<file path="config.mk">
export PLATFORM = sky130hd
export DESIGN_NAME = scan_ctrl_shadow_reg
export DESIGN_NICKNAME = d
export VERILOG_FILES = /design/src/rtl/scan_ctrl_pkg.sv /design/src/rtl/scan_edge_det.sv /design/src/rtl/scan_ctrl_shadow_reg.sv
export SDC_FILE = /design/constraint.sdc
export NUM_CORES = 1
export LEC_CHECK = 0
export BUFFER_PORTS_ARGS = -buffer_cell sky130_fd_sc_hd__buf_4
export CORE_MARGIN = 2
export CORE_UTILIZATION = 59
export DETAILED_ROUTE_END_ITERATION = 7
export GPL_ROUTABILITY_DRIVEN = 0
export PLACE_DENSITY = 0.94
export SYNTH_ARGS = -nofsm -noshare
export SYNTH_HDL_FRONTEND = slang
export SYNTH_SLANG_ARGS = --single-unit
</file>
<file path="constraint.sdc">
create_clock -name SCAN_CLK -period 2.8 [get_ports SCAN_CLK]
set_input_delay 0.42 -clock SCAN_CLK [delete_from_list [all_inputs] [get_ports SCAN_CLK]]
set_output_delay 0.42 -clock SCAN_CLK [all_outputs]
set_load 0.03 [all_outputs]
</file>
<file path="src/rtl/scan_ctrl_pkg.sv">
// Shared types and helpers for the scan-chain shadow control register.
package scan_ctrl_pkg;

    localparam int unsigned DEF_WIDTH = 5;

    typedef enum logic [1:0] {
        IDLE,
        SHIFTING,
        FULL,
        OVER
    } state_t;

    // Counter must hold 0..N+1 so an overshift stays distinguishable from a full frame
    function automatic int unsigned cnt_width(input int unsigned n);
        return $clog2(n + 2);
    endfunction

endpackage

</file>
<file path="src/rtl/scan_edge_det.sv">
// Synchronous rising-edge detector with synchronous active-low reset.
module scan_edge_det (
    input  logic clk,
    input  logic resetb,
    input  logic d,
    output logic rise
);

    logic d_q;

    always_ff @(posedge clk) begin
        if (!resetb) begin
            d_q <= 1'b0;
        end else begin
            d_q <= d;
        end
    end

    assign rise = d & ~d_q;

endmodule

</file>
<file path="src/rtl/scan_ctrl_shadow_reg.sv">
// Serial scan chain feeding a framed shadow control register (NCH x WIDTH bits).
// Optional readback of the shadow value into the chain is enabled by READBACK_EN.
module scan_ctrl_shadow_reg
    import scan_ctrl_pkg::*;
#(
    parameter int unsigned              WIDTH     = DEF_WIDTH,
    parameter int unsigned              NCH       = 3,
    parameter logic [WIDTH*NCH-1:0]     RESET_VAL = '0
) (
    input  logic                 SCAN_CLK,
    input  logic                 RESETB,
    input  logic                 SCAN_EN,
    input  logic                 SCAN_IN,
    input  logic                 LOAD,
    input  logic                 CAPTURE,
    output logic                 SCAN_OUT,
    output logic [WIDTH*NCH-1:0] CTRL,
    output logic                 LOAD_DONE,
    output logic                 LOAD_ERR,
    output logic                 BUSY
);

    localparam int unsigned N  = WIDTH * NCH;
    localparam int unsigned CW = cnt_width(N);
    localparam logic [CW-1:0] CNT_N   = CW'(N);
    localparam logic [CW-1:0] CNT_MAX = CW'(N + 1);

    logic [N-1:0]  shreg;
    logic [CW-1:0] cnt;
    logic [CW-1:0] cnt_inc;
    state_t        state;
    state_t        state_inc;
    logic          load_rise;
    logic          capture_ok;

    scan_edge_det u_load_edge (
        .clk    (SCAN_CLK),
        .resetb (RESETB),
        .d      (LOAD),
        .rise   (load_rise)
    );

`ifdef READBACK_EN
    assign capture_ok = CAPTURE && (state == IDLE);
`else
    assign capture_ok = CAPTURE & 1'b0;
`endif

    always_comb begin
        cnt_inc   = (cnt == CNT_MAX) ? cnt : cnt + 1'b1;
        state_inc = SHIFTING;
        if (cnt_inc == CNT_N) begin
            state_inc = FULL;
        end else if (cnt_inc > CNT_N) begin
            state_inc = OVER;
        end
    end

    // Load edge outranks both shift and capture; the chain itself is never touched by a commit
    always_ff @(posedge SCAN_CLK) begin
        if (!RESETB) begin
            shreg     <= '0;
            cnt       <= '0;
            state     <= IDLE;
            CTRL      <= RESET_VAL;
            LOAD_DONE <= 1'b0;
            LOAD_ERR  <= 1'b0;
        end else begin
            LOAD_DONE <= 1'b0;
            LOAD_ERR  <= 1'b0;
            if (load_rise) begin
                if (state == FULL) begin
                    CTRL      <= shreg;
                    LOAD_DONE <= 1'b1;
                end else begin
                    LOAD_ERR  <= 1'b1;
                end
                cnt   <= '0;
                state <= IDLE;
            end else if (capture_ok) begin
                shreg <= CTRL;
            end else if (SCAN_EN) begin
                shreg <= {shreg[N-2:0], SCAN_IN};
                cnt   <= cnt_inc;
                state <= state_inc;
            end
        end
    end

    assign SCAN_OUT = shreg[N-1];
    assign BUSY     = (state != IDLE);

endmodule

</file>
==> summary.md, run 1 <==
| Metric | Value |
|---|---|
| Setup Fix Bufs, Post-CTS | `0` |
| Detailed Routing Iterations Pass 1 | `4` |
| Total nets after synthesis | `200` |
| Post-cts resize count | `0` |
| Iter 0 DRT Violations | `48` |
| Most common cell after layout, fill and taps aside | `nand2_1` |
| Core area | `2710 um2` |
| CP peak stage delay | `0.50 ns` |
| Vias | `1260` |
| Status | `complete, no violations` |
| Vias in the first global route | `1174` |
| Routed len/inst | `12.27 um` |
| Setup CP Type | `flip-flop to flip-flop` |
| TritonCTS clock tree | `done` |
| Post-Synthesis Cells | `191` |
| Initial core utilization | `61.17%` |
| Setup TNS | `0 ns` |
| Hold Path Class | `input port to flip-flop` |
| FF+latch area | `800.8 um2` |
| CP cell instances | `inv_1 -> ha_1 -> and4bb_4 -> and3_1 -> o32ai_2 -> a211oi_2` |
| Worst Tran Pin Value | `0.5953 ns` |
| Max Clock Skew | `0.005995 ns` |
| Mean area per synthesized cell | `8.680 um2` |
| Top cell type's share of synthesized area | `48.30%` |
| Main synth FF type | `dfxtp_1` |
| Footprint of the multi-input gates | `800.8 um2` |
| Clock latency on the worst-skew pair | `0.35 ns` |
| Clock sink count | `40` |
| CP Capture Type | `flip-flop` |
| Fillers | `221` |
| I/O pin cnt | `25` |
| Detailed Place HPWL | `1.952 mm` |
| Inserted Clock Buffers | `5` |
| # diodes | `0` |
| Worst slew margin | `60.27%` |
| Total of max-cap violations | `0` |
| First-pass GRT wire length | `5.043 mm` |
| Die boundary width | `57.01 um` |
| Die area | `3250 um2` |
| Critical Path Source Type | `flip-flop` |
| Leading cell types by total area after synthesis | `dfxtp_1 (48%), nand2_1 (15%), a21boi_0 (13%)` |
| GRT Residual Overflow | `0` |
| Worst-path clk slew | `0.11 ns` |
| Critical path arrival | `1.91 ns` |
| Post-synthesis cell type count | `36` |
| Vias per cell | `5.185` |
| Final min period | `1.667 ns` |
| RSZ-0062 raised after global routing | `no` |
| Number of flops mapped to enable cells by yosys | `0` |
| Max frequency | `600.0 MHz` |
| Total power | `0.0009506 W` |
| PortBufs | `23` |
| # H-tree levels | `2` |
| Total track usage | `20.29%` |
| Final setup vio count | `0` |
| Fin nets | `220` |
| Synth async-reset ratio | `0%` |
| Sequential element share of the synthesized area | `48.30%` |
| Post-cts hold buffer count | `0` |
| DIE HEIGHT | `57.01 um` |
| Peak supply drop | `0.4787 mV` |
| Largest net degree at the start of global routing | `34` |
| Worst path bufs/invs | `1` |
| Layout cells sized above 1 | `18.87%` |
| Antenna violations before repair | `0` |
| Pins Over Slew Limit | `0` |
| Area delta synth->final | `13.59%` |
| # DRC | `0` |
| Placed Instances | `235` |
| Routed wire length | `2.982 mm` |
| Clk buf depth | `2` |
| Worst Path Required | `3.04 ns` |
| CP Max Fanout | `8` |
| Row Count | `19` |
| Register-to-register setup slack | `1.13 ns` |
| Final cell count without fillers | `243` |
| Most frequent cells in the layout | `nand2_1 (65), dfxtp_1 (40), a21boi_0 (28), buf_4 (23), nor2_1 (9)` |
| Power Dens Cells | `504.8 nW/um2` |
| Delay-heaviest family, CP | `flip-flops` |
| Final ANT Viol Nets | `0` |
| Final period utilization | `59.52%` |
| Yosys reg bits | `40` |
| Yosys warning count | `0` |
| WHS | `0.2854 ns` |
| Final Hold Vio Count | `0` |
| CTS root buf | `clkbuf_4` |
| Pleak | `0.6912 nW` |
| Synth Cell Area | `1658 um2` |
| Worst path slowest cell | `dfxtp_1` |
| Area leader, netlist | `dfxtp_1` |
[stage by stage]
step,utilization [%],setup WS (ns),cell area (um2)
floorplan,-,1.272,1658
detailed placement,67.17,1.144,1821
CTS,69.48,1.124,1883
finish,69.48,1.133,1883
global placement,67.17,1.206,1821
global route,69.48,1.039,1883
[cells in the mapped netlist, types with 2 or more instances]
library cell  count
ha_1              3
xor2_1            3
a21boi_0         28
nand2b_1          2
dfxtp_1          40
nor2_1            9
inv_1             2
and2_1            3
nand4_1           2
clkbuf_1          3
buf_2             5
nor2b_1           2
nand2_1          65
a21boi_1          2
[sequential cells by signal, summed over array words and instances, names as in the netlist]
| register | count |
|---|---|
| LOAD_ERR | 1 |
| LOAD_DONE | 1 |
| state | 2 |
| u_load_edge.d_q | 1 |
| shreg | 15 |
| cnt | 5 |
| CTRL | 15 |
[layout make-up]
class	count	share of cell area, %
Timing Repair Buffer	23	9.169
Sequential cell	40	42.52
Multi-Input combinational cell	139	42.52
Tap cell	31	2.060
Inverter	2	0.3987
Clock buffer	7	2.924
Clock inverter	1	0.3987
[worst paths after layout]
kind         startpoint  cells past startpoint         endpoint
max              cnt[0]                      6         state[1]
min                LOAD                      2  u_load_edge.d_q
max reg2reg      cnt[0]                      6         state[1]
min reg2reg     CTRL[3]                      2          CTRL[3]
[kinds of logic after synthesis]
| family | share of synthesized area [%] |
|---|---|
| simple gates | 26.04 |
| compound gates | 17.28 |
| flops | 48.30 |
| buf+inv | 3.396 |
| fa+ha+maj | 2.264 |
| xor+xnor | 2.114 |
| mux | 0.6038 |
[worst reg2reg max path: cells and delay by family, from the launching register on]
kind	cells	cell delay [ns]
buffers and inverters	1	0.11
adder cells (fa/ha/maj)	1	0.22
flip-flops	1	0.50
AND/OR/NAND/NOR	2	0.40
AO/OA/AOI/OAI	2	0.33
[routing by layer]
metal / track usage, % / part of all wire [%]
met1: 24.20 / 43
met4: 9.967 / 1.9
met2: 33.17 / 50
met5: 0 / 0
met3: 6.349 / 5.1
[power breakdown]
group / switching, W / leakage, nW / total [W] / internal, W
Combinational: 0.0000359 / 0.336 / 0.0000588 / 0.0000230
Clock: 0.000188 / 0.0315 / 0.000311 / 0.000123
Sequential: 0.00000564 / 0.323 / 0.000581 / 0.000575
(Power assumes the default switching activity.)
==> run 2: changes to the inputs <==
--- a/config.mk
+++ b/config.mk
@@ -7,10 +7,10 @@
 export LEC_CHECK = 0
 export BUFFER_PORTS_ARGS = -buffer_cell sky130_fd_sc_hd__buf_4
 export CORE_MARGIN = 2
-export CORE_UTILIZATION = 59
+export CORE_UTILIZATION = 55
 export DETAILED_ROUTE_END_ITERATION = 7
 export GPL_ROUTABILITY_DRIVEN = 0
-export PLACE_DENSITY = 0.94
+export PLACE_DENSITY = 0.89
 export SYNTH_ARGS = -nofsm -noshare
 export SYNTH_HDL_FRONTEND = slang
 export SYNTH_SLANG_ARGS = --single-unit
==> constraint.sdc (replaced) <==
create_clock -name SCAN_CLK -period 1.65 [get_ports SCAN_CLK]
set_input_delay 0.2475 -clock SCAN_CLK [delete_from_list [all_inputs] [get_ports SCAN_CLK]]
set_output_delay 0.2475 -clock SCAN_CLK [all_outputs]
set_load 0.03 [all_outputs]
==> summary.md, run 2 (synthesis results as in run 1) <==
| Metric | Value |
|---|---|
| Final core utilization | `68.91% (was 69.48%)` |
| PortBufs | `23 (unchanged)` |
| GRT Residual Overflow | `0 (unchanged)` |
| Max Clock Skew | `0.006285 ns (was 0.005995 ns)` |
| Total track usage | `18.85% (was 20.29%)` |
| I/O pin cnt | `25 (unchanged)` |
| Initial core utilization | `59.10% (was 61.17%)` |
| Layout cells sized above 1 | `20.47% (was 18.87%)` |
| Routed wire length | `2.824 mm (was 2.982 mm)` |
| Fillers | `236 (was 221)` |
| Max frequency | `640.7 MHz (was 600.0 MHz)` |
| Fin nets | `223 (was 220)` |
| Most frequent cells in the layout | `nand2_1 (65), dfxtp_1 (40), a21boi_0 (28), buf_4 (26), nor2_1 (9) (was nand2_1 (65), dfxtp_1 (40), a21boi_0 (28), buf_4 (23), nor2_1 (9))` |
| Clock sink count | `40 (unchanged)` |
| Hold Path Class | `input port to flip-flop (unchanged)` |
| Die boundary width | `58.90 um (was 57.01 um)` |
| Row Count | `19 (unchanged)` |
| Total of max-cap violations | `0 (unchanged)` |
| Most common cell after layout, fill and taps aside | `nand2_1 (unchanged)` |
| Core area | `2805 um2 (was 2710 um2)` |
| Post-cts resize count | `0 (unchanged)` |
| Setup Fix Bufs, Post-CTS | `0 (unchanged)` |
| Design area | `1933 um2 (was 1883 um2)` |
| Worst Path Required | `1.88 ns (was 3.04 ns)` |
| Post-cts hold buffer count | `0 (unchanged)` |
| Setup CP Type | `flip-flop to flip-flop (unchanged)` |
| Detailed Routing Iterations Pass 1 | `6 (was 4)` |
| Critical path arrival | `1.79 ns (was 1.91 ns)` |
| Peak supply drop | `0.6288 mV (was 0.4787 mV)` |
| Worst slew margin | `65.71% (was 60.27%)` |
| TritonCTS clock tree | `done (unchanged)` |
| Detailed Place HPWL | `1.916 mm (was 1.952 mm)` |
| First-pass GRT wire length | `4.940 mm (was 5.043 mm)` |
| Vias per cell | `5.126 (was 5.185)` |
| Iter 0 DRT Violations | `50 (was 48)` |
| Critical Path Source Type | `flip-flop (unchanged)` |
| CTS root buf | `clkbuf_4 (unchanged)` |
| # DRC | `5 (was 0)` |
| # H-tree levels | `2 (unchanged)` |
| Antenna violations before repair | `0 (unchanged)` |
| Largest net degree at the start of global routing | `34 (unchanged)` |
| Placed Area | `1843 um2 (was 1821 um2)` |
| Pins Over Slew Limit | `0 (unchanged)` |
| DIE HEIGHT | `58.90 um (was 57.01 um)` |
| Final Hold Vio Count | `0 (unchanged)` |
| Clock latency on the worst-skew pair | `0.34 ns (was 0.35 ns)` |
| Status | `finished, violations left (was complete, no violations)` |
| RSZ-0062 raised after global routing | `no (unchanged)` |
| Total power | `0.001773 W (was 0.0009506 W)` |
| Final min period | `1.561 ns (was 1.667 ns)` |
| Routed len/inst | `11.48 um (was 12.27 um)` |
| Failing checks | `design-rule violations` |
| Setup TNS | `0 ns (unchanged)` |
| Die area | `3469 um2 (was 3250 um2)` |
| CP Max Fanout | `7 (was 8)` |
| Vias in the first global route | `1151 (was 1174)` |
| Inserted Clock Buffers | `5 (unchanged)` |
| Power Dens Cells | `917.0 nW/um2 (was 504.8 nW/um2)` |
| Top Registers | `CTRL: 15 flops, shreg: 15 flops, cnt: 5 flops (unchanged)` |
| Worst-path clk slew | `0.11 ns (about the same)` |
| Clk buf depth | `2 (unchanged)` |
| Vias | `1261 (was 1260)` |
| Final ANT Viol Nets | `0 (unchanged)` |
| # diodes | `0 (unchanged)` |
| Area delta synth->final | `16.60% (was 13.59%)` |
| Final period utilization | `94.59% (was 59.52%)` |
| Pleak | `0.7239 nW (was 0.6912 nW)` |
| Final setup vio count | `0 (unchanged)` |
| Worst Tran Pin Value | `0.5131 ns (was 0.5953 ns)` |
| CP Capture Type | `flip-flop (unchanged)` |
[run 2: changes by cell type in the layout (fill, tap and decap cells not counted), sizes merged]
cell      before  now
clkinvlp       1    0
bufinv         0    1
clkinv         0    1
buf           23   26
clkbuf         7    6
[run 2: where the power goes]
group          internal [W]  switching (W)  total [W]
clock              0.000363       0.000319   0.000682
sequential         0.000976     0.00000754   0.000983
combinational     0.0000434      0.0000641   0.000107
[run 2: path summary, 6_finish.rpt]
kind	start	to	slack (ns)	depth (start not counted)
max	cnt[1]	state[1]	0.09	6
min	LOAD	u_load_edge.d_q	0.12	2
max reg2reg	cnt[1]	state[1]	0.09	6
min reg2reg	CTRL[2]	CTRL[2]	0.47	2
[run 2: per-stage QoR]
step,hold slack (ns),worst slack (ns),std cells
after floorplan,0.3692,0.1219,191
after global placement,0.4454,0.1613,238
after detailed placement,0.4575,0.1199,238
after CTS,0.1205,0.09535,246
after global routing,0.1028,0.007494,246
final,0.1243,0.08925,246
[run 2: layer usage]
| layer | vias up | share of wire, % | GRT usage (%) |
|---|---|---|---|
| met4 | 0 | 1.5 | 6.818 |
| met5 | - | 0 | 0 |
| met1 | 558 | 48 | 24.17 |
| met2 | 28 | 45 | 29.37 |
| met3 | 6 | 5.8 | 6.593 |
| li1 | 669 | - | - |
[run 2: critical path: stages (launching register included)]
cell	delay (ns)
dfxtp_1	0.47
inv_1	0.07
ha_1	0.18
and4bb_4	0.22
and3_1	0.19
o32ai_2	0.22
a211oi_2	0.10
[run 2: final cells by class]
class | instances | area, um2 | area share, %
multi-input cells | 139 | 800.8 | 41.42
clock inverters | 2 | 38.79 | 2.006
repair buffers | 26 | 195.2 | 10.10
flip-flops and latches | 40 | 800.8 | 41.42
well taps | 31 | 38.79 | 2.006
clock buffers | 6 | 51.30 | 2.654
inverters | 2 | 7.507 | 0.3884
==> run 3: changes to the inputs <==
--- a/config.mk
+++ b/config.mk
@@ -7,10 +7,10 @@
 export LEC_CHECK = 0
 export BUFFER_PORTS_ARGS = -buffer_cell sky130_fd_sc_hd__buf_4
 export CORE_MARGIN = 2
-export CORE_UTILIZATION = 55
+export CORE_UTILIZATION = 59
 export DETAILED_ROUTE_END_ITERATION = 7
 export GPL_ROUTABILITY_DRIVEN = 0
-export PLACE_DENSITY = 0.89
+export PLACE_DENSITY = 0.94
 export SYNTH_ARGS = -nofsm -noshare
 export SYNTH_HDL_FRONTEND = slang
 export SYNTH_SLANG_ARGS = --single-unit
==> constraint.sdc (replaced) <==
create_clock -name SCAN_CLK -period 1.92 [get_ports SCAN_CLK]
set_input_delay 0.288 -clock SCAN_CLK [delete_from_list [all_inputs] [get_ports SCAN_CLK]]
set_output_delay 0.288 -clock SCAN_CLK [all_outputs]
set_load 0.03 [all_outputs]
==> summary.md, run 3 (synthesis results as in run 1) <==
| Metric | Value |
|---|---|
| Status | `complete, no violations (was finished, violations left)` |
| Clk buf depth | `2 (unchanged)` |
| # H-tree levels | `2 (unchanged)` |
| Core area | `2710 um2 (was 2805 um2)` |
| Clock latency on the worst-skew pair | `0.36 ns (was 0.34 ns)` |
| Final period utilization | `84.00% (was 94.59%)` |
| Final core utilization | `70.78% (was 68.91%)` |
| Total track usage | `20.87% (was 18.85%)` |
| Fin nets | `221 (was 223)` |
| Area delta synth->final | `15.70% (was 16.60%)` |
| # DRC | `0 (was 5)` |
| Worst Tran Pin Value | `0.6012 ns (was 0.5131 ns)` |
| Die area | `3250 um2 (was 3469 um2)` |
| Setup TNS | `0 ns (unchanged)` |
| Internal Power | `0.001186 W (was 0.001382 W)` |
| Post-cts resize count | `0 (unchanged)` |
| Post-cts hold buffer count | `0 (unchanged)` |
| Setup Fix Bufs, Post-CTS | `0 (unchanged)` |
| # diodes | `0 (unchanged)` |
| Clock power frac | `39.1% (was 38.5%)` |
| TritonCTS clock tree | `done (unchanged)` |
| RSZ-0062 raised after global routing | `no (unchanged)` |
| Worst slew margin | `59.87% (was 65.71%)` |
| Worst-path clk slew | `0.12 ns (was 0.11 ns)` |
| Pleak | `0.7134 nW (was 0.7239 nW)` |
| Layout cells sized above 1 | `19.72% (was 20.47%)` |
| First-pass GRT wire length | `5.133 mm (was 4.940 mm)` |
| Max frequency | `620.1 MHz (was 640.7 MHz)` |
| WHS | `0.1500 ns (was 0.1243 ns)` |
| Combinational Power Share | `5.9% (was 6.1%)` |
| Inserted Clock Buffers | `5 (unchanged)` |
| GRT Residual Overflow | `0 (unchanged)` |
| Pins Over Slew Limit | `0 (unchanged)` |
| Die boundary width | `57.01 um (was 58.90 um)` |
| Largest net degree at the start of global routing | `34 (unchanged)` |
| Clock sink count | `40 (unchanged)` |
| Vias | `1286 (was 1261)` |
| Critical Path Source Type | `flip-flop (unchanged)` |
| Final setup vio count | `0 (unchanged)` |
| Top Registers | `CTRL: 15 flops, shreg: 15 flops, cnt: 5 flops (unchanged)` |
| Most frequent cells in the layout | `nand2_1 (65), dfxtp_1 (40), a21boi_0 (28), buf_4 (24), nor2_1 (9) (was nand2_1 (65), dfxtp_1 (40), a21boi_0 (28), buf_4 (26), nor2_1 (9))` |
| Register share of total power | `55.0% (was 55.5%)` |
| CTS root buf | `clkbuf_4 (unchanged)` |
| Vias per cell | `5.270 (was 5.126)` |
| PortBufs | `23 (unchanged)` |
| DIE HEIGHT | `57.01 um (was 58.90 um)` |
| Max Clock Skew | `0.01473 ns (was 0.006285 ns)` |
| Sw frac | `22.74% (was 22.03%)` |
| Hold Path Class | `input port to flip-flop (unchanged)` |
| Detailed Place HPWL | `1.974 mm (was 1.916 mm)` |
| Psw | `0.0003489 W (was 0.0003906 W)` |
| Iter 0 DRT Violations | `43 (was 50)` |
| Final ANT Viol Nets | `0 (unchanged)` |
| Initial core utilization | `61.17% (was 59.10%)` |
| CP Capture Type | `flip-flop (unchanged)` |
| Most common cell after layout, fill and taps aside | `nand2_1 (unchanged)` |
| Routed wire length | `2.961 mm (was 2.824 mm)` |
| Worst Path Required | `2.17 ns (was 1.88 ns)` |
| Fillers | `227 (was 236)` |
| Final Hold Vio Count | `0 (unchanged)` |
| Vias in the first global route | `1162 (was 1151)` |
| CP Max Fanout | `7 (unchanged)` |
| I/O pin cnt | `25 (unchanged)` |
| Row Count | `19 (unchanged)` |
| Critical path arrival | `1.86 ns (was 1.79 ns)` |
| Detailed Routing Iterations Pass 1 | `4 (was 6)` |
| Setup CP Type | `flip-flop to flip-flop (unchanged)` |
| Total of max-cap violations | `0 (unchanged)` |
| Antenna violations before repair | `0 (unchanged)` |
| Power Dens Cells | `800.0 nW/um2 (was 917.0 nW/um2)` |
| Final min period | `1.613 ns (was 1.561 ns)` |
| Peak supply drop | `0.9592 mV (was 0.6288 mV)` |
| Routed len/inst | `12.14 um (was 11.48 um)` |
[run 3: cell types whose count changed in the layout (fill, tap and decap cells not counted), sizes merged]
cell / before / now
buf: 26 / 24
[run 3: final cells by class]
| cell class | instances | area (um2) | share of cell area (%) |
|---|---|---|---|
| repair buffers | 24 | 180.2 | 9.393 |
| flip-flops and latches | 40 | 800.8 | 41.75 |
| clock buffers | 6 | 51.30 | 2.674 |
| clock inverters | 2 | 38.79 | 2.022 |
| multi-input cells | 139 | 800.8 | 41.75 |
| inverters | 2 | 7.507 | 0.3914 |
| well taps | 31 | 38.79 | 2.022 |
[run 3: path summary, 6_finish.rpt]
| path | depth (start not counted) | from | slack, ns | to |
|---|---|---|---|---|
| setup / recovery | 6 | cnt[1] | 0.31 | state[1] |
| setup reg to reg | 6 | cnt[1] | 0.31 | state[1] |
| hold reg to reg | 2 | CTRL[3] | 0.47 | CTRL[3] |
| hold / removal | 2 | LOAD | 0.15 | u_load_edge.d_q |
[run 3: stage by stage]
stage          setup WS (ns)  total power (W)  cells  cell area (um2)
4_1_cts               0.3123         0.001540    244             1918
6_report              0.3073         0.001534    244             1918
3_3_place_gp          0.4193        0.0009507    236             1828
3_5_place_dp          0.3430        0.0009536    236             1828
5_1_grt               0.2147         0.001583    244             1918
2_1_floorplan         0.3919        0.0009312    191             1658
[run 3: routing by layer]
metal	global-route usage (%)	up-vias	share of wire [%]
met5	0	-	0
met4	9.967	0	2.9
met3	8.163	10	5.9
met2	32.51	34	48
met1	25.40	582	44
li1	-	660	-
[run 3: critical path, cell delays in order, from the launching register on]
cell and delay [ns]:
dfxtp_1 0.48, inv_1 0.08, ha_1 0.19, and4bb_4 0.22, and3_1 0.19, o32ai_2 0.24, a211oi_2 0.11
[run 3: power groups by stage]
stage	clock network (W)	registers, W	logic, W
5_1_grt	0.000636	0.000846	0.000100
6_report	0.000600	0.000845	0.0000903
4_1_cts	0.000605	0.000844	0.0000904
3_3_place_gp	0	0.000862	0.0000883
3_5_place_dp	0	0.000863	0.0000907
2_1_floorplan	0	0.000865	0.0000664
